$ cat config.mk
export PLATFORM = sky130hd
export DESIGN_NAME = cfu_arbiter
export DESIGN_NICKNAME = d
export VERILOG_FILES = /design/src/rtl/cfu_arbiter.sv
export SDC_FILE = /design/constraint.sdc
export NUM_CORES = 1
export LEC_CHECK = 0
export ABC_AREA = 1
export ABC_CLOCK_PERIOD_IN_PS = 1900
export BUFFER_PORTS_ARGS = -buffer_cell sky130_fd_sc_hd__buf_2
export CAP_MARGIN = 20
export CORE_AREA = 2 2 130 132
export CTS_BUF_LIST = sky130_fd_sc_hd__clkbuf_4
export DETAILED_ROUTE_END_ITERATION = 7
export DIE_AREA = 0 0 132 134
export GPL_TIMING_DRIVEN = 1
export HOLD_SLACK_MARGIN = 0.03
export PLACE_DENSITY = 0.48
export SYNTH_ARGS = -nofsm -noshare
export SYNTH_HDL_FRONTEND = slang
export SYNTH_SLANG_ARGS = --single-unit
$ cat constraint.sdc
create_clock -name clk -period 1.9 [get_ports clk]
set_input_delay 0.095 -clock clk [delete_from_list [all_inputs] [get_ports clk]]
set_output_delay 0.095 -clock clk [all_outputs]
set_load 0.005 [all_outputs]
$ cat src/rtl/cfu_arbiter.sv
`default_nettype none
// ============================================================================
// Module   : cfu_arbiter
// Purpose  : Round-robin arbiter sharing one CFU slave between NUM_REQ
//            requesters. Requests are forwarded combinationally from the
//            granted requester. The requester index of every accepted request
//            is queued in an in-order tag FIFO, and each CFU response is routed
//            back to the requester at the FIFO head.
// Ports    : clk, rst                   - clock, synchronous active-high reset
//            m_req_*_i / m_req_ready_o  - packed per-requester request side
//            m_lock_i                   - grant-hold request (lock build only)
//            m_resp_*_o / m_resp_ready_i- response side (one-hot valid)
//            s_req_*_o / s_req_ready_i  - CFU request side
//            s_resp_*_i / s_resp_ready_o- CFU response side
//            err_o                      - sticky: response with no outstanding tag
// Config   : `define CFU_ARB_LOCK_EN enables grant locking through m_lock_i
// Revision : 1.0 - initial release
// ============================================================================
module cfu_arbiter #(
    parameter int NUM_REQ = 2,
    parameter int ID_W    = 4,
    parameter int FUNC_W  = 4,
    parameter int MAX_OUT = 2
) (
    input  logic                      clk,
    input  logic                      rst,
    input  logic [NUM_REQ-1:0]        m_req_valid_i,
    output logic [NUM_REQ-1:0]        m_req_ready_o,
    input  logic [NUM_REQ*ID_W-1:0]   m_req_id_i,
    input  logic [NUM_REQ*8-1:0]      m_req_cfu_i,
    input  logic [NUM_REQ*FUNC_W-1:0] m_req_func_i,
    input  logic [NUM_REQ*32-1:0]     m_req_data0_i,
    input  logic [NUM_REQ*32-1:0]     m_req_data1_i,
    input  logic [NUM_REQ-1:0]        m_lock_i,
    output logic [NUM_REQ-1:0]        m_resp_valid_o,
    input  logic [NUM_REQ-1:0]        m_resp_ready_i,
    output logic [ID_W-1:0]           m_resp_id_o,
    output logic                      m_resp_status_o,
    output logic [31:0]               m_resp_data_o,
    output logic                      s_req_valid_o,
    output logic [ID_W-1:0]           s_req_id_o,
    output logic [7:0]                s_req_cfu_o,
    output logic [FUNC_W-1:0]         s_req_func_o,
    output logic [31:0]               s_req_data0_o,
    output logic [31:0]               s_req_data1_o,
    input  logic                      s_req_ready_i,
    input  logic                      s_resp_valid_i,
    input  logic [ID_W-1:0]           s_resp_id_i,
    input  logic                      s_resp_status_i,
    input  logic [31:0]               s_resp_data_i,
    output logic                      s_resp_ready_o,
    output logic                      err_o
);

    localparam int PTR_W = (NUM_REQ > 1) ? $clog2(NUM_REQ) : 1;
    localparam int AW    = (MAX_OUT > 1) ? $clog2(MAX_OUT) : 1;
    localparam int CNT_W = $clog2(MAX_OUT + 1);

    logic [PTR_W-1:0] rr_q, rr_d;
    logic [PTR_W-1:0] fifo_q [MAX_OUT];
    logic [AW-1:0]    wr_q, wr_d, rd_q, rd_d;
    logic [CNT_W-1:0] count_q, count_d;
    logic             err_q, err_d;

    logic [NUM_REQ-1:0] eligible;
    logic [PTR_W-1:0]   cand;
    logic [PTR_W-1:0]   gnt_idx;
    logic               gnt_found;
    logic               not_full;
    logic               not_empty;
    logic               push;
    logic               pop;
    logic [PTR_W-1:0]   head;

`ifdef CFU_ARB_LOCK_EN
    logic             lock_active_q, lock_active_d;
    logic [PTR_W-1:0] lock_owner_q, lock_owner_d;

    // While locked, only the owner is visible to the arbiter, even when idle.
    assign eligible = lock_active_q ? (m_req_valid_i & (NUM_REQ'(1) << lock_owner_q))
                                    : m_req_valid_i;
`else
    wire unused_lock = ^m_lock_i;
    assign eligible = m_req_valid_i;
`endif

    // First eligible requester at or after rr_q, wrapping modulo NUM_REQ.
    always_comb begin
        gnt_found = 1'b0;
        gnt_idx   = '0;
        cand      = '0;
        for (int k = 0; k < NUM_REQ; k++) begin
            cand = PTR_W'((int'(rr_q) + k) % NUM_REQ);
            if (!gnt_found && eligible[cand]) begin
                gnt_found = 1'b1;
                gnt_idx   = cand;
            end
        end
    end

    assign not_full  = (count_q < CNT_W'(MAX_OUT));
    assign not_empty = (count_q != '0);
    assign head      = fifo_q[rd_q];

    // Request side: pure combinational mux from the granted requester.
    assign s_req_valid_o = gnt_found & not_full;
    assign s_req_id_o    = m_req_id_i[gnt_idx*ID_W +: ID_W];
    assign s_req_cfu_o   = m_req_cfu_i[gnt_idx*8 +: 8];
    assign s_req_func_o  = m_req_func_i[gnt_idx*FUNC_W +: FUNC_W];
    assign s_req_data0_o = m_req_data0_i[gnt_idx*32 +: 32];
    assign s_req_data1_o = m_req_data1_i[gnt_idx*32 +: 32];
    assign m_req_ready_o = (gnt_found && s_req_ready_i && not_full)
                           ? (NUM_REQ'(1) << gnt_idx) : '0;

    // Response side: only the FIFO head may see or accept the response.
    assign m_resp_valid_o  = (not_empty && s_resp_valid_i) ? (NUM_REQ'(1) << head) : '0;
    assign s_resp_ready_o  = m_resp_ready_i[head] & not_empty;
    assign m_resp_id_o     = s_resp_id_i;
    assign m_resp_status_o = s_resp_status_i;
    assign m_resp_data_o   = s_resp_data_i;
    assign err_o           = err_q;

    assign push = s_req_valid_o & s_req_ready_i;
    assign pop  = s_resp_valid_i & s_resp_ready_o;

    always_comb begin
        rr_d    = rr_q;
        wr_d    = wr_q;
        rd_d    = rd_q;
        count_d = count_q;
        err_d   = err_q | (s_resp_valid_i & ~not_empty);
        if (push) begin
            rr_d = (gnt_idx == PTR_W'(NUM_REQ - 1)) ? '0 : gnt_idx + PTR_W'(1);
            wr_d = (wr_q == AW'(MAX_OUT - 1)) ? '0 : wr_q + AW'(1);
        end
        if (pop) begin
            rd_d = (rd_q == AW'(MAX_OUT - 1)) ? '0 : rd_q + AW'(1);
        end
        case ({push, pop})
            2'b10:   count_d = count_q + CNT_W'(1);
            2'b01:   count_d = count_q - CNT_W'(1);
            default: count_d = count_q;
        endcase
    end

`ifdef CFU_ARB_LOCK_EN
    always_comb begin
        lock_active_d = lock_active_q;
        lock_owner_d  = lock_owner_q;
        if (push) begin
            if (!lock_active_q && m_lock_i[gnt_idx]) begin
                lock_active_d = 1'b1;
                lock_owner_d  = gnt_idx;
            end else if (lock_active_q && !m_lock_i[gnt_idx]) begin
                // Releasing handshake is still issued normally.
                lock_active_d = 1'b0;
            end
        end
    end

    always_ff @(posedge clk) begin
        if (rst) begin
            lock_active_q <= 1'b0;
            lock_owner_q  <= '0;
        end else begin
            lock_active_q <= lock_active_d;
            lock_owner_q  <= lock_owner_d;
        end
    end
`endif

    always_ff @(posedge clk) begin
        if (rst) begin
            rr_q    <= '0;
            wr_q    <= '0;
            rd_q    <= '0;
            count_q <= '0;
            err_q   <= 1'b0;
        end else begin
            rr_q    <= rr_d;
            wr_q    <= wr_d;
            rd_q    <= rd_d;
            count_q <= count_d;
            err_q   <= err_d;
        end
    end

    // Tag storage needs no reset: entries are only read while count_q > 0.
    always_ff @(posedge clk) begin
        if (push) begin
            fifo_q[wr_q] <= gnt_idx;
        end
    end

endmodule
`default_nettype wire

* Word-level counts from Yosys, hierarchy flattened
Memories as Yosys holds them, arrays and structs flattened. A register that Yosys moved wholly into a read port is not among the register bits.
Index checks and enable logic that the tools add are counted.
** Storage, ports and cells
- Bits in registers :: 6
- Memory bits (writable) :: 2
- Input port bits :: 207
- Output and inout bits :: 124
- Word-level logic and storage cells :: 59
- Memories :: 1
** Operators by class
- Add/sub/neg operators :: 6
- Magnitude comparators :: 4
- Equality and inequality tests :: 2
- Shift-type cells :: 7
- Muxes and demuxes :: 20
- Bitwise logic cells :: 7
- Reduce and logical (&&, ||, !) cells :: 7
** Memory list
- fifo_q :: depth 2, bits a word 1, rd ports 1, clocked after Yosys merged registers in 1, write ports 1, RTL line 60 : logic [PTR_W-1:0] fifo_q [MAX_OUT];
** Operators with widths (count)
- variable part select 64 x 7 -> 32 bit :: 2
- two-way mux 1 bit :: 17
- variable part select 16 x 5 -> 8 bit :: 1
- variable part select 8 x 4 -> 4 bit :: 2
- < comparator 1 x 2 -> 1 bit, second input constant :: 3
- bitwise AND 1 bit :: 5
- adder 1 bit, second input constant :: 4
- logical AND 1 bit :: 4
- two-way mux 2 bit :: 2
- case mux 2 bit (2 select lines) :: 1
- nonzero test 2 bit :: 2
- << shifter 1 x 1 -> 2 bit, first input constant :: 2
- adder 2 x 1 -> 2 bit, second input constant :: 1
- == test 2 x 1 -> 1 bit, second input constant :: 1
- == test 2 bit, second input constant :: 1
- < comparator 2 bit, second input constant :: 1
- subtractor 2 x 1 -> 2 bit, second input constant :: 1
- logical NOT 1 bit :: 1
- NOT 1 bit :: 1
- OR 1 bit :: 1

* Depth between registers and ports, before layout
Gate-level depths: netlist of run 1.
- Depth in word-level cells :: 10
- Gate-level depth with buffers :: 11
- Depth with buffers taken out :: 11

* Least setup slack after synthesis of run 1
No wires, ideal clock.
- Path kind :: flip-flop to flip-flop
- Start point :: reg count_q[0]
- End point :: reg count_q[1]
- Setup time :: 0.116 ns
- Data arrival time :: 1.266 ns
- Data required time :: 1.784 ns
- Path slack :: 0.518 ns
- Stages on the path, launching flop included :: 10
- Path buffers :: 0
- Period minus slack after synthesis :: 1.382 ns
- Cell sequence :: dfxtp_1 nor2_1 nor2_1 nand3_1 inv_1 ha_1 xor2_1 nand2_1 o21ai_0 nor2_1
** On the way
- Longest elaborated chain between the ends :: 5
- Elaborated cells between the ends (all ways) :: 12
- Those cells by class :: add/sub (2); order compare (1); eq/ne (2); mux (1); bitwise (4); reduce/logical (2)
** Ends and longest elaborated chain
- start: declaration :: RTL line 62 : logic [CNT_W-1:0] count_q, count_d;
- start signal: assignment :: RTL line 183 : count_q <= count_d;
- nonzero test 2 bit (*) :: RTL line 102 : assign not_empty = (count_q != '0);
- bitwise AND 1 bit (*) :: RTL line 117 : assign s_resp_ready_o = m_resp_ready_i[head] & not_empty;
- bitwise AND 1 bit (*) :: RTL line 124 : assign pop = s_resp_valid_i & s_resp_ready_o;
- net pop :: RTL line 72 : logic pop;
- == test 2 x 1 -> 1 bit / == test 2 bit (equally long branches) :: RTL line 139 : case ({push, pop})
- case mux 2 bit (2 select lines) / nonzero test 2 bit (equally long branches)
The timed path passes the listed nets; every way through them passes the cells marked *.
A chain may end at the register's enable or synchronous reset.

* Worst setup path after layout of run 1
- Start point :: reg rr_q
- End point :: out s_req_data0_o[15]
** On the way
- Longest elaborated chain between the ends :: 7
- Elaborated cells between the ends (all ways) :: 11
- Those cells by class :: add/sub (1); shift (1); mux (7); reduce/logical (2)
** Ends and longest elaborated chain
- start: declaration :: RTL line 59 : logic [PTR_W-1:0] rr_q, rr_d;
- start signal: assignment :: RTL line 180 : rr_q <= rr_d;
- two-way mux 1 bit (not written as such) (2 in a row) :: RTL line 94 : if (!gnt_found && eligible[cand]) begin
- two-way mux 1 bit :: RTL line 94
- logical NOT 1 bit :: RTL line 94
- logical AND 1 bit :: RTL line 94
- two-way mux 1 bit (*) :: RTL line 94
- variable part select 64 x 7 -> 32 bit (*) :: RTL line 110 : assign s_req_data0_o = m_req_data0_i[gnt_idx*32 +: 32];
- end: declaration :: RTL line 44 : output logic [31:0] s_req_data0_o,
Mark *: on every way between the ends. The rest lies on a longest branch, timed or not. The select of a mux whose other input is x is not followed.

==> summary.md, run 1 <==
| Metric | Value |
|---|---|
| RSZ-0062 raised after global routing | false |
| Core Area | 16,300 sq um |
| Tcrit/Tclk final | 0.856 |
| Fin. max-slew vios | 0 |
| Largest family of logic cells by synthesized area | simple AND/OR/NAND/NOR gates |
| Post-Synth XOR/XNOR Area | 0.00512 |
| Initial antenna violation count | 0 |
| CP dominant cell by count | nand2_1 |
| Clk buf depth | 2 |
| Die footprint | 17,700 sq um |
| Vias | 2,675 |
| CTS tree | done |
| Crit-path max cell delay | 0.34 ns |
| Clock Latency Late Sink | 0.27 ns |
| Req. time, crit path | 1.80 ns |
| Rows | 47 |
| Path type of the worst min-delay path | in2reg |
| Min-Delay Startpoint | s_resp_valid_i |
| Min Clock Period, post-route | 1.63 ns |
| CP startpoint kind | flop |
| Routed WL | 7.56 mm |
| Initial DRC count | 85 |
| Clock slew seen by the registers of the worst setup and hold paths | 0.06 ns |
| Lkg Pwr | 2.00 nW |
| Hold slack | 0.0784 ns |
| Filler cells | 1,943 |
| Port-buffer cells | 254 |
| Area of the multi-input gates | 1090 sq um |
| Syn Inst Count | 356 |
| Vias in the first global route | 2,359 |
| Ant. Diodes | 0 |
| Root Buffer | clkbuf_4 |
| PwrDens | 374 nW/um^2 |
| #FFs+latches synth | 9 |
| Vias/cell | 3.40 |
| Worst Path Arrival | 1.53 ns |
| Post-Syn Nets | 564 |
| Synth Area in Compound Gates | 0.0403 |
| Clock H-tree levels | 1 |
| Skew final | 0.00603 ns |
| Gpl congestion | 0.707 |
| Adder-cell share of the synthesized area | 0.00732 |
| Status | complete, no violations |
| Simple-gate share of the synthesized area | 0.586 |
| Syn avg cell area | 4.80 sq um |
| Grt total ovfl | 0 |
| Sequential area share after synthesis | 0.117 |
| Initial DRT Pass Iterations | 4 |
| Die X | 132 um |
| Reg2reg start | count_q[0]$_SDFFE_PP0P_ |
| Initial Util | 0.105 |
| Post-Syn Area | 1710 sq um |
| Worst slew pin tran | 0.411 ns |
| Crit Path Class | reg2out |
| Share of layout cells above drive strength 1 | 0.468 |
| Average wire per standard cell | 9.62 um |
| Worst-path fanout max | 83 |
| Final HPWL DP | 6.22 mm |
| ANT nets after route | 0 |
| Leading cell types in the layout, fill and taps excluded | buf_2 (254), nand2_1 (249), inv_1 (14) |
| # nets final | 775 |
| Highest clock rate | 615 MHz |
| Setup TNS | 0 ns |
| Clock sink count | 9 |
| TritonCTS Buffers | 3 |
| Commonest non-fill, non-tap cell in the layout | buf_2 |
| Slew headroom | 0.726 |
| Storage cell area | 200 sq um |
| GRT Resource Usage Total | 0.0764 |
| YS warnings | 0 |
| Max_cap viols | 0 |
| Post-CTS Setup Bufs | 0 |
| Drt drc | 0 |
| Area fraction of the dominant cell type after synthesis | 0.547 |
| Post-synth top area cell | nand2_1 |
| Crit. End Element | output pin |
| Hold Violations, Final | 0 |
| Area grow syn2layout | 75.7% |
| Worst path slowest cell | dfxtp_1 |
| Synth top area cells | nand2_1 (55%), buf_4 (16%), dfxtp_1 (8.2%) |
| Largest net degree at the start of global routing | 84 |
| Multiplexer share of the synthesized area | 0 |
| Die Height | 134 um |
| Worst vdd ir | 0.000114 V |
| Crit path cell chain | o21ai_4 > inv_2 > buf_12 > nand2_1 > nand2_1 > buf_2 |
| Post-synth cell types | 16 |
| Critical path launch point | rr_q$_SDFFE_PP0P_ |
| First-pass GRT wire length | 11.2 mm |
| I/O Pins | 331 |
| Endpoints failing setup | 0 |
[cell families after synthesis]
group,Yosys count
AND/OR/NAND/NOR,265
buffers and inverters,69
AO/OA/AOI/OAI,11
flip-flops,9
XOR/XNOR,1
adder cells (fa/ha/maj),1
[layer usage]
layer,up-vias,wire length [um],GRT usage
li1,1443,-,-
met4,0,111,0.0187
met1,1054,2950,0.0857
met2,162,3670,0.140
met5,-,0,0
met3,16,832,0.0246
[cell type report]
type / instances / share of cell area
Clock buffer: 3 / 0.00750
Clock inverter: 1 / 0.00167
Inverter: 16 / 0.0200
Multi-Input combinational cell: 278 / 0.363
Sequential cell: 9 / 0.0667
Tap cell: 220 / 0.0917
Timing Repair Buffer: 259 / 0.449
[stage by stage]
stage	power [W]	cell area (sq um)	setup slack [ns]	instances	utilization
after CTS	0.00114	3000	0.288	786	0.184
after global routing	0.00124	3000	0.131	786	0.184
after detailed placement	0.000980	2970	0.396	781	0.182
after global placement	0.000983	2970	0.398	781	0.182
after floorplan	0.000632	1710	0.518	356	-
final	0.00112	3000	0.274	786	0.184
[final timing paths]
check | to | slack (ns) | depth (start not counted)
max | s_req_data0_o[15] | 0.27 | 6
min | err_o$_SDFF_PP0_ | 0.08 | 3
max reg2reg | count_q[1]$_SDFFE_PP0P_ | 0.37 | 9
min reg2reg | err_o$_SDFF_PP0_ | 0.48 | 2
[cell usage after synthesis, drive strengths merged]
master  instances
nand2         249
buf            53
inv            16
nor2           12
dfxtp           7
a21oi           6
o21ai           4
nand3           3
edfxtp          2
a211oi          1
ha              1
nand4           1
xor2            1
[worst max-delay path: cells and delay by family (launching register included)]
family / cells / cell delay, ns
buffers and inverters: 3 / 0.37
AOI/OAI and AO/OA: 1 / 0.24
and+or+nand+nor: 2 / 0.21
DFF: 1 / 0.34
[report_power, final]
part           leakage [nW]  switching, W  internal [W]
combinational          1.90      0.000373      0.000363
sequential           0.0766     0.0000153      0.000220
clock                0.0177     0.0000747     0.0000779
[timing repair]
item | CTS | global route
gates resized for setup | 0 | 0
hold buffers | 1 | 0
hold endpoints to repair | 2 | 0
setup endpoints to repair | 0 | 0
Power figures use the tool's default switching activity.
==> inputs of run 2 (changes only) <==
==> config.mk (replaced) <==
export PLATFORM = sky130hd
export DESIGN_NAME = cfu_arbiter
export DESIGN_NICKNAME = d
export VERILOG_FILES = /design/src/rtl/cfu_arbiter.sv
export SDC_FILE = /design/constraint.sdc
export NUM_CORES = 1
export LEC_CHECK = 0
export ABC_AREA = 1
export ABC_CLOCK_PERIOD_IN_PS = 1400
export BUFFER_PORTS_ARGS = -buffer_cell sky130_fd_sc_hd__buf_2
export CAP_MARGIN = 20
export CORE_AREA = 2 2 127 129
export CTS_BUF_LIST = sky130_fd_sc_hd__clkbuf_4
export DETAILED_ROUTE_END_ITERATION = 7
export DIE_AREA = 0 0 129 131
export GPL_TIMING_DRIVEN = 1
export HOLD_SLACK_MARGIN = 0.03
export PLACE_DENSITY = 0.51
export SYNTH_ARGS = -nofsm -noshare
export SYNTH_HDL_FRONTEND = slang
export SYNTH_SLANG_ARGS = --single-unit
==> constraint.sdc (replaced) <==
create_clock -name clk -period 1.4 [get_ports clk]
set_input_delay 0.07 -clock clk [delete_from_list [all_inputs] [get_ports clk]]
set_output_delay 0.07 -clock clk [all_outputs]
set_load 0.005 [all_outputs]
==> summary.md, run 2 (synthesized netlist as in run 1, its figures left out) <==
| Metric | Value |
|---|---|
| RSZ-0062 raised after global routing | true |
| Core Area | 15,600 sq um (-4.2%) |
| Highest clock rate | 674 MHz |
| Filler cells | 1,800 (-7.4%) |
| Root Buffer | clkbuf_4 |
| Drt drc | 0 (unchanged) |
| Die X | 129 um (-2.3%) |
| Leading cell types in the layout, fill and taps excluded | buf_2 (254), nand2_1 (237), buf_4 (13) |
| Min-Delay Startpoint | s_resp_valid_i |
| Worst vdd ir | 0.000176 V (+55%) |
| Skew final | 0.0100 ns (+0.00401 ns) |
| Crit. End Element | output pin |
| Initial DRT Pass Iterations | 4 (unchanged) |
| CP startpoint kind | flop |
| Clock Latency Late Sink | 0.27 ns (about the same) |
| Worst Path Arrival | 1.41 ns (-0.12 ns) |
| Status | finished, violations left |
| Fin. max-slew vios | 0 (unchanged) |
| Tcrit/Tclk final | 1.06 |
| Min Clock Period, post-route | 1.48 ns |
| I/O Pins | 331 (unchanged) |
| Commonest non-fill, non-tap cell in the layout | buf_2 |
| GRT Resource Usage Total | 0.0882 (+0.0118) |
| Clock sink count | 9 (unchanged) |
| Clock H-tree levels | 1 (unchanged) |
| Reg2reg start | fifo_q[0]$_DFFE_PP_ |
| Clock slew seen by the registers of the worst setup and hold paths | 0.07 ns (about the same) |
| Initial Util | 0.110 (+0.00465) |
| Port-buffer cells | 254 (unchanged) |
| PwrDens | 536 nW/um^2 (+43%) |
| TritonCTS Buffers | 3 (unchanged) |
| Slew headroom | 0.881 (+0.155) |
| Failing checks | setup timing |
| CTS tree | done |
| Grt total ovfl | 0 (unchanged) |
| # nets final | 805 (+3.9%) |
| Area of the multi-input gates | 1150 sq um (+5.0%) |
| Gpl congestion | 0.695 (-1.6%) |
| Vias | 2,923 (+9.3%) |
| Worst-path fanout max | 11 (-87%) |
| Hold slack | 0.0962 ns (+0.0178 ns) |
| Average wire per standard cell | 12.7 um (+32%) |
| Storage cell area | 203 sq um (+1.2%) |
| Post-Place Cells | 785 (+0.51%) |
| Hold Violations, Final | 0 (unchanged) |
| Initial DRC count | 114 (+34%) |
| Vias in the first global route | 2,581 (+9.4%) |
| Crit Path Class | reg2out |
| Routed WL | 10.3 mm (+36%) |
| Clk buf depth | 2 (unchanged) |
| Worst slew pin tran | 0.178 ns (-0.233 ns) |
| Path type of the worst min-delay path | in2reg |
| Hold Path End | err_o$_SDFF_PP0_ |
| R2r worst-path depth | 9 (unchanged) |
| Rows | 46 (-2.1%) |
| R2R setup slack | -0.03 ns (-0.40 ns) |
| Die footprint | 16,900 sq um (-4.5%) |
| Max_cap viols | 0 (unchanged) |
| Ant. Diodes | 0 (unchanged) |
| Share of layout cells above drive strength 1 | 0.532 (+0.0637) |
| First-pass GRT wire length | 11.9 mm (+6.3%) |
| RR Endpoint | count_q[1]$_SDFFE_PP0P_ |
| Area grow syn2layout | 108% |
| Largest net degree at the start of global routing | 43 (-49%) |
| Initial antenna violation count | 0 (unchanged) |
| Lkg Pwr | 2.25 nW (+13%) |
| Final HPWL DP | 6.39 mm (+2.7%) |
| Endpoints failing setup | 83 (+83) |
| Vias/cell | 3.60 (+5.8%) |
| ANT nets after route | 0 (unchanged) |
| Die Height | 131 um (-2.2%) |
| Fin cells | 812 (+3.3%) |
| Hold path depth | 3 (unchanged) |
| Req. time, crit path | 1.33 ns (-0.47 ns) |
| Final worst slack | -0.0843 ns (-0.359 ns) |
==> run 2: cell count changes in the layout (fill, tap and decap cells not counted), moves of 3 or more <==
cell       previous run  this run
buf_16                0         3
buf_4                 1        13
clkbuf_16             0        10
buf_6                 0         3
nand2_2               0        12
nand2_1             249       237
==> run 2: critical path: stages (launching register included) <==
cell	delay (ns)
dfxtp_2	0.33
o21ai_4	0.17
buf_6	0.14
inv_8	0.07
clkbuf_16	0.18
nand2_1	0.06
nand2_1	0.06
buf_2	0.12
==> run 2: repair_timing <==
| action | CTS | global route |
|---|---|---|
| pin swaps | 5 | 4 |
| resized for setup | 15 | 18 |
| hold endpoints to repair | 2 | 0 |
| hold buffers | 1 | 0 |
| setup buffers | 5 | 2 |
| cloned | 3 | 12 |
| setup endpoints to repair | 83 | 85 |
==> run 2: cell type report <==
class                      count  area share
clock buffer                   4     0.00844
inverter                      16      0.0190
multi-input combinational    278       0.322
sequential                     9      0.0570
tap                          216      0.0760
timing repair buffer         289       0.517
==> run 2: worst max-delay path by stage <==
stage                         endpoint                    start  depth (start not counted)  slack, ns
2_1_floorplan  count_q[1]$_SDFFE_PP0P_  count_q[0]$_SDFFE_PP0P_                          9       0.02
3_3_place_gp   count_q[1]$_SDFFE_PP0P_      fifo_q[0]$_DFFE_PP_                         10      -0.06
3_5_place_dp   count_q[1]$_SDFFE_PP0P_      fifo_q[0]$_DFFE_PP_                         10      -0.08
4_1_cts              s_req_data0_o[24]        rr_q$_SDFFE_PP0P_                          6      -0.08
5_1_grt               s_req_data0_o[5]        rr_q$_SDFFE_PP0P_                          7      -0.16
6_report              s_req_data1_o[8]        rr_q$_SDFFE_PP0P_                          7      -0.08
==> run 2: per-layer routing <==
metal / global-route usage / part of all wire
met5: 0 / 0
met2: 0.154 / 0.46
met3: 0.0171 / 0.076
met4: 0.0320 / 0.019
met1: 0.108 / 0.44
==> run 2: power breakdown <==
group,switching [W],internal [W],leakage [nW]
logic,0.000638,0.000724,2.16
clock network,0.0000998,0.000129,0.0184
registers,0.0000169,0.000299,0.0774
total,0.000755,0.00115,2.25
==> run 2: per-stage QoR <==
step	total power, W	worst slack (ns)	instance area (sq um)	utilization	setup TNS, ns
after global placement	0.00139	-0.0571	3030	0.194	-0.0571
final	0.00191	-0.0843	3560	0.228	-4.44
after detailed placement	0.00139	-0.0773	3030	0.194	-0.0773
after floorplan	0.000858	0.0181	1710	-	0
after CTS	0.00173	-0.0794	3220	0.207	-3.96
after global routing	0.00208	-0.161	3560	0.228	-11.24
